[src/rtl/lsu_pkg.sv]
// Shared types and helpers for the load/store unit.
// Latency: n/a (types and pure functions only).
// Backpressure: n/a.
package lsu_pkg;

    // Word address width of the data memory port.
    localparam int MEM_AW = 10;

    typedef enum logic [2:0] {
        LW  = 3'd0,
        LH  = 3'd1,
        LHU = 3'd2,
        LB  = 3'd3,
        LBU = 3'd4,
        SW  = 3'd5,
        SH  = 3'd6,
        SB  = 3'd7
    } lsu_op_t;

    typedef enum logic [2:0] {
        ST_IDLE  = 3'd0,
        ST_ISSUE = 3'd1,
        ST_WAIT  = 3'd2,
        ST_WRITE = 3'd3,
        ST_DONE  = 3'd4
    } lsu_state_t;

    function automatic logic is_load(lsu_op_t op);
        return (op == LW) || (op == LH) || (op == LHU) || (op == LB) || (op == LBU);
    endfunction

    function automatic logic is_subword(lsu_op_t op);
        return (op != LW) && (op != SW);
    endfunction

endpackage

[src/rtl/lsu_if.sv]
// CPU request/response and data-memory port bundle for the load/store unit.
// Latency: n/a (wires only).
// Backpressure: req_ready low while a request is in flight.
interface lsu_if
    import lsu_pkg::*;
#(
    parameter int ADDR_W = 12
) ();
    logic              req_valid;
    logic              req_ready;
    lsu_op_t           req_op;
    logic [ADDR_W-1:0] req_addr;
    logic [31:0]       req_wdata;
    logic              rsp_valid;
    logic [31:0]       rsp_rdata;
    logic              rsp_err;
    logic [MEM_AW-1:0] mem_addr;
    logic [31:0]       mem_wdata;
    logic              mem_we;
    logic [31:0]       mem_rdata;

    // Load/store unit side.
    modport slave (
        input  req_valid, req_op, req_addr, req_wdata, mem_rdata,
        output req_ready, rsp_valid, rsp_rdata, rsp_err, mem_addr, mem_wdata, mem_we
    );

    // CPU / memory side.
    modport master (
        output req_valid, req_op, req_addr, req_wdata, mem_rdata,
        input  req_ready, rsp_valid, rsp_rdata, rsp_err, mem_addr, mem_wdata, mem_we
    );
endinterface

[src/rtl/lsu_align.sv]
// Big-endian alignment check, sub-word extraction/extension and store merge.
// Latency: purely combinational.
// Backpressure: none.
module lsu_align
    import lsu_pkg::*;
(
    input  lsu_op_t     op_i,
    input  logic [1:0]  off_i,
    input  logic [31:0] old_i,
    input  logic [31:0] wdata_i,
    output logic        misaligned_o,
    output logic [31:0] load_o,
    output logic [31:0] merged_o
);
    logic [7:0]  byte_v;
    logic [15:0] half_v;

    // Offset 0 is the most significant byte/half of the word.
    always_comb begin
        case (off_i)
            2'd0:    byte_v = old_i[31:24];
            2'd1:    byte_v = old_i[23:16];
            2'd2:    byte_v = old_i[15:8];
            default: byte_v = old_i[7:0];
        endcase
        half_v = off_i[1] ? old_i[15:0] : old_i[31:16];
    end

    // Words need both low bits clear, halves need bit 0 clear, bytes always fit.
    always_comb begin
        case (op_i)
            LW, SW:      misaligned_o = (off_i != 2'd0);
            LH, LHU, SH: misaligned_o = off_i[0];
            default:     misaligned_o = 1'b0;
        endcase
    end

    // Right-align the selected lane and sign- or zero-extend it.
    always_comb begin
        case (op_i)
            LW:      load_o = old_i;
            LH:      load_o = {{16{half_v[15]}}, half_v};
            LHU:     load_o = {16'h0000, half_v};
            LB:      load_o = {{24{byte_v[7]}}, byte_v};
            LBU:     load_o = {24'h000000, byte_v};
            default: load_o = 32'h0;
        endcase
    end

    // Replace only the addressed lane of the old word with the store data.
    always_comb begin
        merged_o = old_i;
        case (op_i)
            SW: merged_o = wdata_i;
            SH: begin
                if (off_i[1]) merged_o[15:0]  = wdata_i[15:0];
                else          merged_o[31:16] = wdata_i[15:0];
            end
            SB: begin
                case (off_i)
                    2'd0:    merged_o[31:24] = wdata_i[7:0];
                    2'd1:    merged_o[23:16] = wdata_i[7:0];
                    2'd2:    merged_o[15:8]  = wdata_i[7:0];
                    default: merged_o[7:0]   = wdata_i[7:0];
                endcase
            end
            default: merged_o = old_i;
        endcase
    end
endmodule

[src/rtl/load_store_unit.sv]
// Byte-addressed MIPS load/store front end to a word-addressed sync-read memory.
// Latency: response 1 (misaligned), 2 (SW), 3 (loads), 4 (SH/SB) cycles after accept.
// Backpressure: req_ready only in IDLE; one request in flight, no pipelining.
module load_store_unit
    import lsu_pkg::*;
#(
    parameter int ADDR_W = 12,
    parameter int DATA_W = 32
) (
    input  logic clk,
    input  logic rst_n,
    lsu_if.slave bus
);
    lsu_state_t        state_q, state_d;
    lsu_op_t           op_q;
    logic [ADDR_W-1:0] addr_q;
    logic [DATA_W-1:0] wdata_q;
    logic              err_q;
    logic [DATA_W-1:0] result_q;

    lsu_op_t           al_op;
    logic [1:0]        al_off;
    logic              al_mis;
    logic [31:0]       al_load;
    logic [31:0]       al_merged;
    logic              accept;

    assign accept = bus.req_valid && (state_q == ST_IDLE);

    // In IDLE the alignment check looks at the incoming request; afterwards at the latched one.
    assign al_op  = (state_q == ST_IDLE) ? bus.req_op : op_q;
    assign al_off = (state_q == ST_IDLE) ? bus.req_addr[1:0] : addr_q[1:0];

    lsu_align u_align (
        .op_i        (al_op),
        .off_i       (al_off),
        .old_i       (bus.mem_rdata),
        .wdata_i     (wdata_q),
        .misaligned_o(al_mis),
        .load_o      (al_load),
        .merged_o    (al_merged)
    );

    // State register; reset abandons any transaction and drops mem_we at once.
    always_ff @(posedge clk or negedge rst_n) begin
        if (!rst_n) state_q <= ST_IDLE;
        else        state_q <= state_d;
    end

    // Next-state sequencing: misaligned skips memory, SW skips the read, RMW adds WRITE.
    always_comb begin
        state_d = state_q;
        case (state_q)
            ST_IDLE:  if (accept) state_d = al_mis ? ST_DONE : ST_ISSUE;
            ST_ISSUE: state_d = (op_q == SW) ? ST_DONE : ST_WAIT;
            ST_WAIT:  state_d = is_load(op_q) ? ST_DONE : ST_WRITE;
            ST_WRITE: state_d = ST_DONE;
            ST_DONE:  state_d = ST_IDLE;
            default:  state_d = ST_IDLE;
        endcase
    end

    // Latch the request on accept; capture the load value or merged word when read data arrives.
    always_ff @(posedge clk or negedge rst_n) begin
        if (!rst_n) begin
            op_q     <= LW;
            addr_q   <= '0;
            wdata_q  <= '0;
            err_q    <= 1'b0;
            result_q <= '0;
        end else if (accept) begin
            op_q     <= bus.req_op;
            addr_q   <= bus.req_addr;
            wdata_q  <= bus.req_wdata;
            err_q    <= al_mis;
            result_q <= '0;
        end else if (state_q == ST_WAIT) begin
            result_q <= is_load(op_q) ? al_load : al_merged;
        end
    end

    // Outputs decoded only from registered state so req_* never reaches mem_* combinationally.
    always_comb begin
        bus.req_ready = (state_q == ST_IDLE);
        bus.rsp_valid = (state_q == ST_DONE);
        bus.rsp_err   = (state_q == ST_DONE) && err_q;
        bus.rsp_rdata = ((state_q == ST_DONE) && is_load(op_q) && !err_q) ? result_q : '0;
        bus.mem_addr  = addr_q[ADDR_W-1:2];
        bus.mem_we    = 1'b0;
        bus.mem_wdata = '0;
        if ((state_q == ST_ISSUE) && (op_q == SW)) begin
            bus.mem_we    = 1'b1;
            bus.mem_wdata = wdata_q;
        end else if (state_q == ST_WRITE) begin
            bus.mem_we    = 1'b1;
            bus.mem_wdata = result_q;
        end
    end
endmodule

[src/flat_wrapper.sv]
// flat-port wrapper written by rule: the top's interface ports become plain ports
module load_store_unit_flat import lsu_pkg::*;
#(
    parameter int ADDR_W = 12,
    parameter int DATA_W = 32
)
  (clk, rst_n, bus_req_valid, bus_req_op, bus_req_addr, bus_req_wdata, bus_mem_rdata, bus_req_ready, bus_rsp_valid, bus_rsp_rdata, bus_rsp_err, bus_mem_addr, bus_mem_wdata, bus_mem_we);
  lsu_if #(.ADDR_W(ADDR_W)) bus_i ();
  input  logic clk;
  input  logic rst_n;
  input wire logic [$bits(bus_i.req_valid)-1:0] bus_req_valid;
  input wire logic [$bits(bus_i.req_op)-1:0] bus_req_op;
  input wire logic [$bits(bus_i.req_addr)-1:0] bus_req_addr;
  input wire logic [$bits(bus_i.req_wdata)-1:0] bus_req_wdata;
  input wire logic [$bits(bus_i.mem_rdata)-1:0] bus_mem_rdata;
  output wire logic [$bits(bus_i.req_ready)-1:0] bus_req_ready;
  output wire logic [$bits(bus_i.rsp_valid)-1:0] bus_rsp_valid;
  output wire logic [$bits(bus_i.rsp_rdata)-1:0] bus_rsp_rdata;
  output wire logic [$bits(bus_i.rsp_err)-1:0] bus_rsp_err;
  output wire logic [$bits(bus_i.mem_addr)-1:0] bus_mem_addr;
  output wire logic [$bits(bus_i.mem_wdata)-1:0] bus_mem_wdata;
  output wire logic [$bits(bus_i.mem_we)-1:0] bus_mem_we;
  assign bus_i.req_valid = bus_req_valid;
  assign bus_i.req_op = bus_req_op;
  assign bus_i.req_addr = bus_req_addr;
  assign bus_i.req_wdata = bus_req_wdata;
  assign bus_i.mem_rdata = bus_mem_rdata;
  assign bus_req_ready = bus_i.req_ready;
  assign bus_rsp_valid = bus_i.rsp_valid;
  assign bus_rsp_rdata = bus_i.rsp_rdata;
  assign bus_rsp_err = bus_i.rsp_err;
  assign bus_mem_addr = bus_i.mem_addr;
  assign bus_mem_wdata = bus_i.mem_wdata;
  assign bus_mem_we = bus_i.mem_we;
  load_store_unit #(.ADDR_W(ADDR_W), .DATA_W(DATA_W)) u_core (.clk(clk), .rst_n(rst_n), .bus(bus_i));
endmodule
[config.mk]
export PLATFORM = sky130hd
export DESIGN_NAME = load_store_unit_flat
export DESIGN_NICKNAME = d
export VERILOG_FILES = /design/src/rtl/lsu_pkg.sv /design/src/rtl/lsu_if.sv /design/src/rtl/lsu_align.sv /design/src/rtl/load_store_unit.sv /design/src/flat_wrapper.sv
export SDC_FILE = /design/constraint.sdc
export NUM_CORES = 1
export LEC_CHECK = 0
export BUFFER_PORTS_ARGS = -buffer_cell sky130_fd_sc_hd__buf_2
export CAP_MARGIN = 30
export CELL_PAD_IN_SITES_DETAIL_PLACEMENT = 1
export CELL_PAD_IN_SITES_GLOBAL_PLACEMENT = 2
export CORE_MARGIN = 2
export CORE_UTILIZATION = 33
export CTS_CLUSTER_DIAMETER = 200
export CTS_CLUSTER_SIZE = 30
export DETAILED_ROUTE_END_ITERATION = 6
export MAX_ROUTING_LAYER = met4
export PLACE_DENSITY = 0.84
export SYNTH_ARGS = -nofsm -noshare
export SYNTH_HDL_FRONTEND = slang
export SYNTH_SLANG_ARGS = --single-unit
[constraint.sdc]
create_clock -name clk -period 7.45 [get_ports clk]
set_clock_uncertainty 0.05 [all_clocks]
set_input_delay 1.1175 -clock clk [delete_from_list [all_inputs] [get_ports clk]]
set_output_delay 1.1175 -clock clk [all_outputs]
set_load 0.01 [all_outputs]
==> results of run 1 <==
## per-layer routing
layer	up-vias	part of all wire
met3	57	0.058
met2	238	0.48
li1	2824	-
met4	0	0.032
met1	3140	0.43
met5	-	0
## worst reg2reg max path: stages, from the launching register on
cell and delay (ps):
sky130_fd_sc_hd__dfrtp_1 530, sky130_fd_sc_hd__or3_1 430, sky130_fd_sc_hd__buf_4 260, sky130_fd_sc_hd__inv_4 390
sky130_fd_sc_hd__mux2i_1 800, sky130_fd_sc_hd__o21ai_0 210, sky130_fd_sc_hd__a22oi_1 230, sky130_fd_sc_hd__nand2_1 460
sky130_fd_sc_hd__o211ai_1 250
## power by group through the flow
stage	logic, W	registers [W]	clock network, W
after floorplan	0.000989	0.000779	0
after global placement	0.00123	0.000950	0
after detailed placement	0.00126	0.000959	0
after CTS	0.00126	0.000953	0.000446
after global routing	0.00139	0.000986	0.000460
final	0.00127	0.000958	0.000439
## per-stage QoR
stage | instances | hold WS (ps) | power [W]
after floorplan | 714 | 396.9 | 0.001768
after global placement | 1045 | 402.8 | 0.002176
after detailed placement | 1046 | 415.3 | 0.002215
after CTS | 1062 | 431.0 | 0.002660
after global routing | 1065 | 462.4 | 0.002841
final | 1066 | 427.9 | 0.002669
## synthesized netlist by cell type, types with 2 or more instances
master / count
sky130_fd_sc_hd__mux2i_1: 32
sky130_fd_sc_hd__a221oi_1: 7
sky130_fd_sc_hd__a22o_1: 34
sky130_fd_sc_hd__nor3_1: 10
sky130_fd_sc_hd__o211ai_1: 8
sky130_fd_sc_hd__buf_1: 3
sky130_fd_sc_hd__dfrtp_1: 83
sky130_fd_sc_hd__a21boi_0: 2
sky130_fd_sc_hd__nor2b_1: 5
sky130_fd_sc_hd__o21ai_0: 21
sky130_fd_sc_hd__nand3b_1: 5
sky130_fd_sc_hd__a32o_1: 9
sky130_fd_sc_hd__o22ai_1: 2
sky130_fd_sc_hd__and2_1: 37
sky130_fd_sc_hd__buf_6: 2
sky130_fd_sc_hd__a31oi_1: 3
sky130_fd_sc_hd__or2_2: 2
sky130_fd_sc_hd__nor3b_1: 3
sky130_fd_sc_hd__nand2_1: 199
sky130_fd_sc_hd__or2_1: 2
sky130_fd_sc_hd__nand2b_1: 11
sky130_fd_sc_hd__buf_2: 6
sky130_fd_sc_hd__a2111oi_1: 2
sky130_fd_sc_hd__nor2_1: 18
sky130_fd_sc_hd__buf_4: 11
sky130_fd_sc_hd__o221ai_1: 17
sky130_fd_sc_hd__a222oi_1: 16
sky130_fd_sc_hd__and3_1: 3
sky130_fd_sc_hd__clkbuf_1: 41
sky130_fd_sc_hd__a21oi_1: 32
sky130_fd_sc_hd__nand3_1: 19
sky130_fd_sc_hd__a22oi_1: 24
sky130_fd_sc_hd__mux2_2: 5
sky130_fd_sc_hd__xnor2_1: 2
sky130_fd_sc_hd__a211oi_1: 2
sky130_fd_sc_hd__inv_1: 12
## worst paths after layout
| kind | cells after the start | endpoint | slack, ps |
|---|---|---|---|
| worst min register to register | 2 | u_core.addr_q[4]$_DFFE_PN0P_ | 430 |
| worst min-delay path | 2 | u_core.addr_q[4]$_DFFE_PN0P_ | 430 |
| min in group asynchronous | 1 | u_core.wdata_q[6]$_DFFE_PN0P_ | 610 |
| worst max-delay path | 6 | bus_rsp_rdata[11] | 3310 |
| worst max register to register | 8 | u_core.result_q[28]$_DFFE_PN0P_ | 3760 |
| max in group asynchronous | 2 | u_core.op_q[2]$_DFFE_PN0P_ | 5620 |
## kinds of logic after synthesis
family                    after synthesis
DFF                                    83
muxes                                  38
and+or+nand+nor                       324
xor gates and xnor gates                2
buffers and inverters                  77
AOI/OAI and AO/OA                     190
## flip-flops by register name (all words and copies together) (netlist names)
name             cells
u_core.result_q     32
u_core.wdata_q      32
u_core.addr_q       12
u_core.op_q          3
u_core.state_q       3
u_core.err_q         1
## placed cells by master (no fill, tap or decap), types with 3 or more instances in the layout
cell and count:
sky130_fd_sc_hd__nand2_1 199, sky130_fd_sc_hd__buf_2 158, sky130_fd_sc_hd__dfrtp_1 83, sky130_fd_sc_hd__and2_1 36
sky130_fd_sc_hd__a22o_1 34, sky130_fd_sc_hd__mux2i_1 32, sky130_fd_sc_hd__a21oi_1 32, sky130_fd_sc_hd__a22oi_1 24
sky130_fd_sc_hd__o21ai_0 20, sky130_fd_sc_hd__nand3_1 19, sky130_fd_sc_hd__nor2_1 17, sky130_fd_sc_hd__o221ai_1 17
sky130_fd_sc_hd__a222oi_1 16, sky130_fd_sc_hd__inv_1 12, sky130_fd_sc_hd__buf_4 12, sky130_fd_sc_hd__nand2b_1 11
sky130_fd_sc_hd__nor3_1 10, sky130_fd_sc_hd__a32o_1 9, sky130_fd_sc_hd__clkbuf_16 9, sky130_fd_sc_hd__o211ai_1 8
sky130_fd_sc_hd__a221oi_1 7, sky130_fd_sc_hd__nor2b_1 5, sky130_fd_sc_hd__mux2_2 5, sky130_fd_sc_hd__nand3b_1 5
sky130_fd_sc_hd__diode_2 3, sky130_fd_sc_hd__and3_1 3, sky130_fd_sc_hd__a31oi_1 3
## cell type report
type,count,share of cell area
Multi-Input combinational cell,554,0.4806
Sequential cell,83,0.2980
Timing Repair Buffer,172,0.1314
Tap cell,225,0.04039
Clock buffer,10,0.03429
Inverter,13,0.007361
Clock inverter,6,0.006822
Antenna cell,3,0.001077
==> impl_table.tex, run 1 <==
\begin{tabular}{lr}
\hline
Metric & Value \\
\hline
\multicolumn{2}{l}{\textbf{Worst setup path}} \\
Startpoint of the worst register-to-register path & u\_core.state\_q[1]\$\_DFFE\_PN0P\_ \\
Number of buffer and inverter instances along the worst setup path & 2 \\
Biggest cell delay along the critical path & 720 ps \\
Required time at the endpoint of the critical path & 6280 ps \\
Crit path max fanout & 18 \\
Startpoint class of the critical path & flip-flop \\
Arrival time of data at the critical path endpoint & roughly 3000 ps \\
Most frequent CP cell & sky130\_fd\_sc\_hd\_\_and2\_1 \\
Cell-by-cell listing of the critical path & or2\_1 > and2\_1 > nor3b\_2 > buf\_4 > and2\_1 > buf\_2 \\
Cell class contributing the biggest share of worst-path delay & simple AND/OR/NAND/NOR gates \\
Worst Setup Path Type & reg -> out \\
Kind of capture point of the worst setup path & primary output \\
Worst setup startpoint & u\_core.op\_q[0]\$\_DFFE\_PN0P\_ \\
Max stage delay cell, worst path & sky130\_fd\_sc\_hd\_\_nor3b\_2 \\
\multicolumn{2}{l}{\textbf{Clock tree}} \\
Number of clock buffers inserted by TritonCTS & 9 \\
Clock Path Buffers & 2 \\
Clock tree from TritonCTS & built \\
Clock slew seen by the registers of the worst setup and hold paths & 60 ps \\
Number of hold buffers added after cts & 0 \\
Post-CTS setup repair buffer count & 0 \\
Later-pin clock latency in the skew report & 350 ps \\
H-tree level count & 3 \\
Library cell used as clock root buffer & sky130\_fd\_sc\_hd\_\_clkbuf\_16 \\
Clock Sink Count & 83 \\
Post\_cts resized & 0 \\
\multicolumn{2}{l}{\textbf{Yosys}} \\
Multiplexer fraction of the synthesized cell area & 0.06747 \\
Netlist Area Pre-Place & 5786 µm² \\
Cell type with the largest total area after synthesis & sky130\_fd\_sc\_hd\_\_dfrtp\_1 \\
Prevailing post-synth register cell & sky130\_fd\_sc\_hd\_\_dfrtp\_1 \\
Simple-gate share of the synthesized area & 0.2552 \\
Async set-or-reset flop fraction in the synthesized netlist & 1.000 \\
Main area contributors after synthesis & sky130\_fd\_sc\_hd\_\_dfrtp\_1 (36\%), sky130\_fd\_sc\_hd\_\_nand2\_1 (13\%), sky130\_fd\_sc\_hd\_\_mux2i\_1 (5.5\%) \\
Count of synthesis-stage warnings from yosys & 0 \\
Post-Synth Adder-Cell Area & 0 \\
Fraction of post-synthesis cell area in the top cell type by area & 0.3590 \\
Post-synthesis cell type count & 60 \\
Dominant combinational cell family by area after synthesis & simple AND/OR/NAND/NOR gates \\
Register bit total from synthesis & 83 \\
Nets in the synthesized netlist & just under 800 \\
Number of instances in the synthesized netlist & roughly 710 \\
Synthesized area per cell & 8.103 µm² \\
Compound-gate portion of the synthesized area & 0.2511 \\
XOR/XNOR share of the synthesized area & 0.003028 \\
Fraction of the yosys area taken by sequential cells & 0.3590 \\
Number of flops mapped to enable cells by yosys & 0 \\
\multicolumn{2}{l}{\textbf{Finish}} \\
Area of all placed cells without fillers & 6969 µm² \\
Synthesis-to-finish area growth & 20.46\% \\
Final Core Density & 0.4043 \\
Area taken by flip-flops and latches & $\sim$2100 µm² \\
Fraction of final layout cells with drive strength greater than 1 & 0.2470 \\
\# fillers & 2,125 \\
Area of combinational cells with multiple inputs & 3349 µm² \\
Number of nets at the end of the flow & 915 \\
\multicolumn{2}{l}{\textbf{Placement}} \\
Setup slack at placement & between 3000 and 4000 ps \\
Routability congestion estimate from global placement & 0.9430 \\
Dpl hpwl & 18.37 mm \\
Port buffer count & approximately 160 \\
Total cell area at the placement stage & approximately 6700 µm² \\
\multicolumn{2}{l}{\textbf{Global route}} \\
Routing usage on met2 & 0.4559 \\
GRT met3 Usage & 0.03952 \\
Gr ovfl total & 0 \\
GRT Total Usage & 0.2815 \\
Met1 Resource Use GR & 0.3602 \\
GRT busiest layer & met2 \\
Antenna violations before repair & 2 \\
Largest net degree at the start of global routing & 62 \\
Via count of the first global-routing pass & 6,542 \\
Global-route wire length before repair & 38.25 mm \\
\multicolumn{2}{l}{\textbf{Timing}} \\
Total negative slack for setup checks & 0 ps \\
Period Utilization, post-route & 0.5553 \\
Worst slew margin relative to its limit & 0.3460 \\
Setup repair after global routing missed its margin & false \\
Peak clock frequency supported by timing & 241.7 MHz \\
Slew Viols, Final & 0 \\
Worst setup margin & 3313 ps \\
Setup Viol. Count Final & 0 \\
Clock period minus worst slack & slightly above 4000 ps \\
Final hold violation count & 0 \\
Transition time at the pin with the least slew margin & 970.3 ps \\
\multicolumn{2}{l}{\textbf{Die}} \\
Horiz. Die Dim & $\sim$140 µm \\
IO Count & 160 \\
Die Y & 136.4 µm \\
Starting density of the core & 0.3357 \\
Site row count & 48 \\
Total die area & 18,610 µm² \\
Area of the core region & between 15,000 and 20,000 µm² \\
\multicolumn{2}{l}{\textbf{Power and ir drop}} \\
VDD IR max & 0.0001201 V \\
Design internal power & 0.001360 W \\
Part of the total power dissipated in the clock network & 0.164 \\
Power per unit of standard cell area & $\sim$380 nW/µm² \\
Gate power share & 0.476 \\
Proportion of total power due to net switching & 0.4904 \\
NetSw & around 0.0013 W \\
Standby leakage power & 3.481 nW \\
Sequential fraction of design power & 0.359 \\
\multicolumn{2}{l}{\textbf{Route}} \\
Ratio of routed vias to standard cells & a little under 6 \\
Remaining DRCs & 7 \\
WL per Instance & $\sim$23 µm \\
DRT Wirelength & 24.97 mm \\
Routed Antenna Nets & 0 \\
First-pass DRT Iterations & 7 \\
Total vias in the final route & between 6,000 and 7,000 \\
DR iter-0 viols & about 500 \\
\multicolumn{2}{l}{\textbf{Run}} \\
Maximum Capacitance Violations & 0 \\
\multicolumn{2}{l}{\textbf{Hold path}} \\
Startpoint of the lowest-slack hold path & u\_core.addr\_q[4]\$\_DFFE\_PN0P\_ \\
Kind of path behind the tightest hold check & reg -> reg \\
\multicolumn{2}{l}{\textbf{Status}} \\
Violated checks & DRC \\
Outcome & finished, violations left \\
\hline
\end{tabular}
Power figures use the tool's default switching activity.
==> run 2: changes to the inputs <==
--- a/config.mk
+++ b/config.mk
@@ -10,12 +10,12 @@
 export CELL_PAD_IN_SITES_DETAIL_PLACEMENT = 1
 export CELL_PAD_IN_SITES_GLOBAL_PLACEMENT = 2
 export CORE_MARGIN = 2
-export CORE_UTILIZATION = 33
+export CORE_UTILIZATION = 27
 export CTS_CLUSTER_DIAMETER = 200
 export CTS_CLUSTER_SIZE = 30
 export DETAILED_ROUTE_END_ITERATION = 6
 export MAX_ROUTING_LAYER = met4
-export PLACE_DENSITY = 0.84
+export PLACE_DENSITY = 0.73
 export SYNTH_ARGS = -nofsm -noshare
 export SYNTH_HDL_FRONTEND = slang
 export SYNTH_SLANG_ARGS = --single-unit
==> constraint.sdc (replaced) <==
create_clock -name clk -period 3.74 [get_ports clk]
set_clock_uncertainty 0.05 [all_clocks]
set_input_delay 0.561 -clock clk [delete_from_list [all_inputs] [get_ports clk]]
set_output_delay 0.561 -clock clk [all_outputs]
set_load 0.01 [all_outputs]
==> impl_table.tex, run 2 (synthesized netlist as in run 1, its figures left out) <==
\begin{tabular}{lr}
\hline
Metric & Value \\
\hline
\multicolumn{2}{l}{\textbf{Worst setup path}} \\
Required time at the endpoint of the critical path & 3900 ps (-2380 ps) \\
Crit path max fanout & 39 (+21) \\
Arrival time of data at the critical path endpoint & 3220 ps (+250 ps) \\
Logic depth of the worst register-to-register path & 7 (-1) \\
Internal reg-to-reg setup slack & 690 ps (-3070 ps) \\
End of the worst register-to-register path & u\_core.result\_q[14]\$\_DFFE\_PN0P\_ \\
Startpoint of the worst register-to-register path & u\_core.state\_q[1]\$\_DFFE\_PN0P\_ \\
Worst Setup Path Type & reg -> reg \\
Kind of capture point of the worst setup path & flip-flop \\
Startpoint class of the critical path & flip-flop \\
\multicolumn{2}{l}{\textbf{Power and ir drop}} \\
VDD IR max & 0.0002638 V (+120\%) \\
Power per unit of standard cell area & 763.6 nW/µm² (+99\%) \\
Standby leakage power & 3.542 nW (+1.7\%) \\
Overall power after layout & 0.005455 W (+100\%) \\
\multicolumn{2}{l}{\textbf{Placement}} \\
Routability congestion estimate from global placement & 0.9576 (+1.5\%) \\
Port buffer count & 159 (unchanged) \\
Dpl hpwl & 18.63 mm (+1.4\%) \\
\multicolumn{2}{l}{\textbf{Die}} \\
Starting density of the core & 0.2752 (-0.06043) \\
Site row count & 53 (+10\%) \\
Total die area & 22,610 µm² (+22\%) \\
IO Count & 160 (unchanged) \\
Die Y & 150.4 µm (+10\%) \\
Area of the core region & 21,020 µm² (+22\%) \\
Horiz. Die Dim & 150.4 µm (+10\%) \\
\multicolumn{2}{l}{\textbf{Route}} \\
Remaining DRCs & 0 (-7) \\
Ratio of routed vias to standard cells & 5.512 (-6.1\%) \\
Total vias in the final route & 6,184 (-1.2\%) \\
First-pass DRT Iterations & 5 (-2) \\
Met2 wire length & 11.85 mm (-1.2\%) \\
Met3 wire len & 1.218 mm (-15\%) \\
DRT Wirelength & 25.29 mm (+1.3\%) \\
Routed Antenna Nets & 0 (unchanged) \\
WL per Instance & 22.54 µm (-3.8\%) \\
Highest metal layer with signal wires & met4 \\
Met1 wire length & 11.46 mm (+6.8\%) \\
DR iter-0 viols & 462 (-9.2\%) \\
\multicolumn{2}{l}{\textbf{Timing}} \\
Setup Viol. Count Final & 0 (unchanged) \\
Peak clock frequency supported by timing & 327.4 MHz \\
Final hold violation count & 0 (unchanged) \\
Worst slew margin relative to its limit & 0.3623 (+0.01625) \\
Slew Viols, Final & 0 (unchanged) \\
Clock period minus worst slack & 3054 ps \\
Period Utilization, post-route & 0.8167 \\
Transition time at the pin with the least slew margin & 952.9 ps (-17.38 ps) \\
Setup repair after global routing missed its margin & false \\
Total negative slack for setup checks & 0 ps (unchanged) \\
\multicolumn{2}{l}{\textbf{Clock tree}} \\
Library cell used as clock root buffer & sky130\_fd\_sc\_hd\_\_clkbuf\_16 \\
Clock tree from TritonCTS & built \\
Clock Sink Count & 83 (unchanged) \\
Clock slew seen by the registers of the worst setup and hold paths & 70 ps (about the same) \\
H-tree level count & 3 (unchanged) \\
Later-pin clock latency in the skew report & 350 ps (about the same) \\
Number of hold buffers added after cts & 0 (unchanged) \\
Clock Path Buffers & 2 (unchanged) \\
Number of clock buffers inserted by TritonCTS & 9 (unchanged) \\
Post-CTS setup repair buffer count & 0 (unchanged) \\
Post\_cts resized & 0 (unchanged) \\
\multicolumn{2}{l}{\textbf{Global route}} \\
Largest net degree at the start of global routing & 42 (-32\%) \\
Antenna violations before repair & 1 (-1) \\
Via count of the first global-routing pass & 6,302 (-3.7\%) \\
Gr ovfl total & 0 (unchanged) \\
Global-route wire length before repair & 38.30 mm (+0.13\%) \\
GRT Total Usage & 0.2313 (-0.05022) \\
\multicolumn{2}{l}{\textbf{Finish}} \\
Largest registers & u\_core.result\_q x32, u\_core.wdata\_q x32, u\_core.addr\_q x12 \\
Synthesis-to-finish area growth & 23.49\% \\
Fraction of final layout cells with drive strength greater than 1 & 0.2541 (+0.007120) \\
Most frequent standard cell in the layout excluding fill and tap cells & sky130\_fd\_sc\_hd\_\_nand2\_1 \\
Commonest cells after routing, fill and taps aside & sky130\_fd\_sc\_hd\_\_nand2\_1 (199), sky130\_fd\_sc\_hd\_\_buf\_2 (158), sky130\_fd\_sc\_hd\_\_dfrtp\_1 (83), sky130\_fd\_sc\_hd\_\_and2\_1 (36), sky130\_fd\_sc\_hd\_\_a22o\_1 (34) \\
\# fillers & 2,537 (+19\%) \\
Number of nets at the end of the flow & 924 (+0.98\%) \\
\multicolumn{2}{l}{\textbf{Status}} \\
Outcome & finished clean \\
\multicolumn{2}{l}{\textbf{Hold path}} \\
Kind of path behind the tightest hold check & in -> async \\
\multicolumn{2}{l}{\textbf{Run}} \\
Maximum Capacitance Violations & 0 (unchanged) \\
\hline
\end{tabular}
run 2: changes by cell type in the layout (fill, tap and decap cells not counted), sizes merged:
cell,change
bufinv,+2
clkinv,-3
diode,-2
buf,+9
run 2: final cells by class:
type	instances	area (µm²)	area share
repair buffers	181	988.4	0.1384
flip-flops and latches	83	2077	0.2907
clock inverters	5	85.08	0.01191
clock buffers	10	239.0	0.03345
multi-input cells	554	3357	0.4699
well taps	275	344.1	0.04816
inverters	13	51.30	0.007180
diodes	1	2.502	0.0003503
run 2: metrics by stage:
stage                       util  instance area, µm²  setup slack [ps]  hold slack [ps]  cells
after floorplan                -                5786              1310            215.4    714
after global placement    0.3243                6818             808.3            406.4   1106
after detailed placement  0.3243                6818             760.6            408.7   1106
after CTS                 0.3397                7142             707.4            159.3   1121
after global routing      0.3399                7144             522.8            181.6   1122
final                     0.3399                7144             685.7            144.8   1122
run 2: worst max path at each step:
stage | start | endpoint | slack, ps | depth (start not counted)
3_3_place_gp | u_core.state_q[1]$_DFFE_PN0P_ | u_core.result_q[13]$_DFFE_PN0P_ | 810 | 7
3_5_place_dp | u_core.state_q[1]$_DFFE_PN0P_ | u_core.result_q[13]$_DFFE_PN0P_ | 760 | 7
6_report | u_core.state_q[1]$_DFFE_PN0P_ | u_core.result_q[14]$_DFFE_PN0P_ | 690 | 7
4_1_cts | u_core.state_q[1]$_DFFE_PN0P_ | bus_rsp_rdata[12] | 710 | 6
2_1_floorplan | u_core.state_q[1]$_DFFE_PN0P_ | u_core.result_q[28]$_DFFE_PN0P_ | 1310 | 9
5_1_grt | u_core.state_q[1]$_DFFE_PN0P_ | u_core.result_q[29]$_DFFE_PN0P_ | 520 | 7
run 2: routing by layer:
layer  up-vias  global-route usage
met4         0             0.08255
met2       218              0.3607
li1       2840                   -
met1      3084              0.3108
met3        42             0.02606
met5         -                   -
run 2: report_power, final:
group	total (W)	switching, W	internal [W]	leakage, nW
Combinational	0.00258	0.00160	0.000982	2.32
Clock	0.00101	0.000402	0.000605	0.156
Sequential	0.00187	0.000574	0.00129	1.07
Total	0.00546	0.00257	0.00288	3.54
run 2: critical path, stage by stage (launching register included):
cell and delay [ps]:
sky130_fd_sc_hd__dfrtp_1 550, sky130_fd_sc_hd__or3_1 500, sky130_fd_sc_hd__inv_4 340, sky130_fd_sc_hd__mux2_2 460, sky130_fd_sc_hd__and3_1 180, sky130_fd_sc_hd__or2_1 330
sky130_fd_sc_hd__a221oi_1 340, sky130_fd_sc_hd__o221ai_1 150
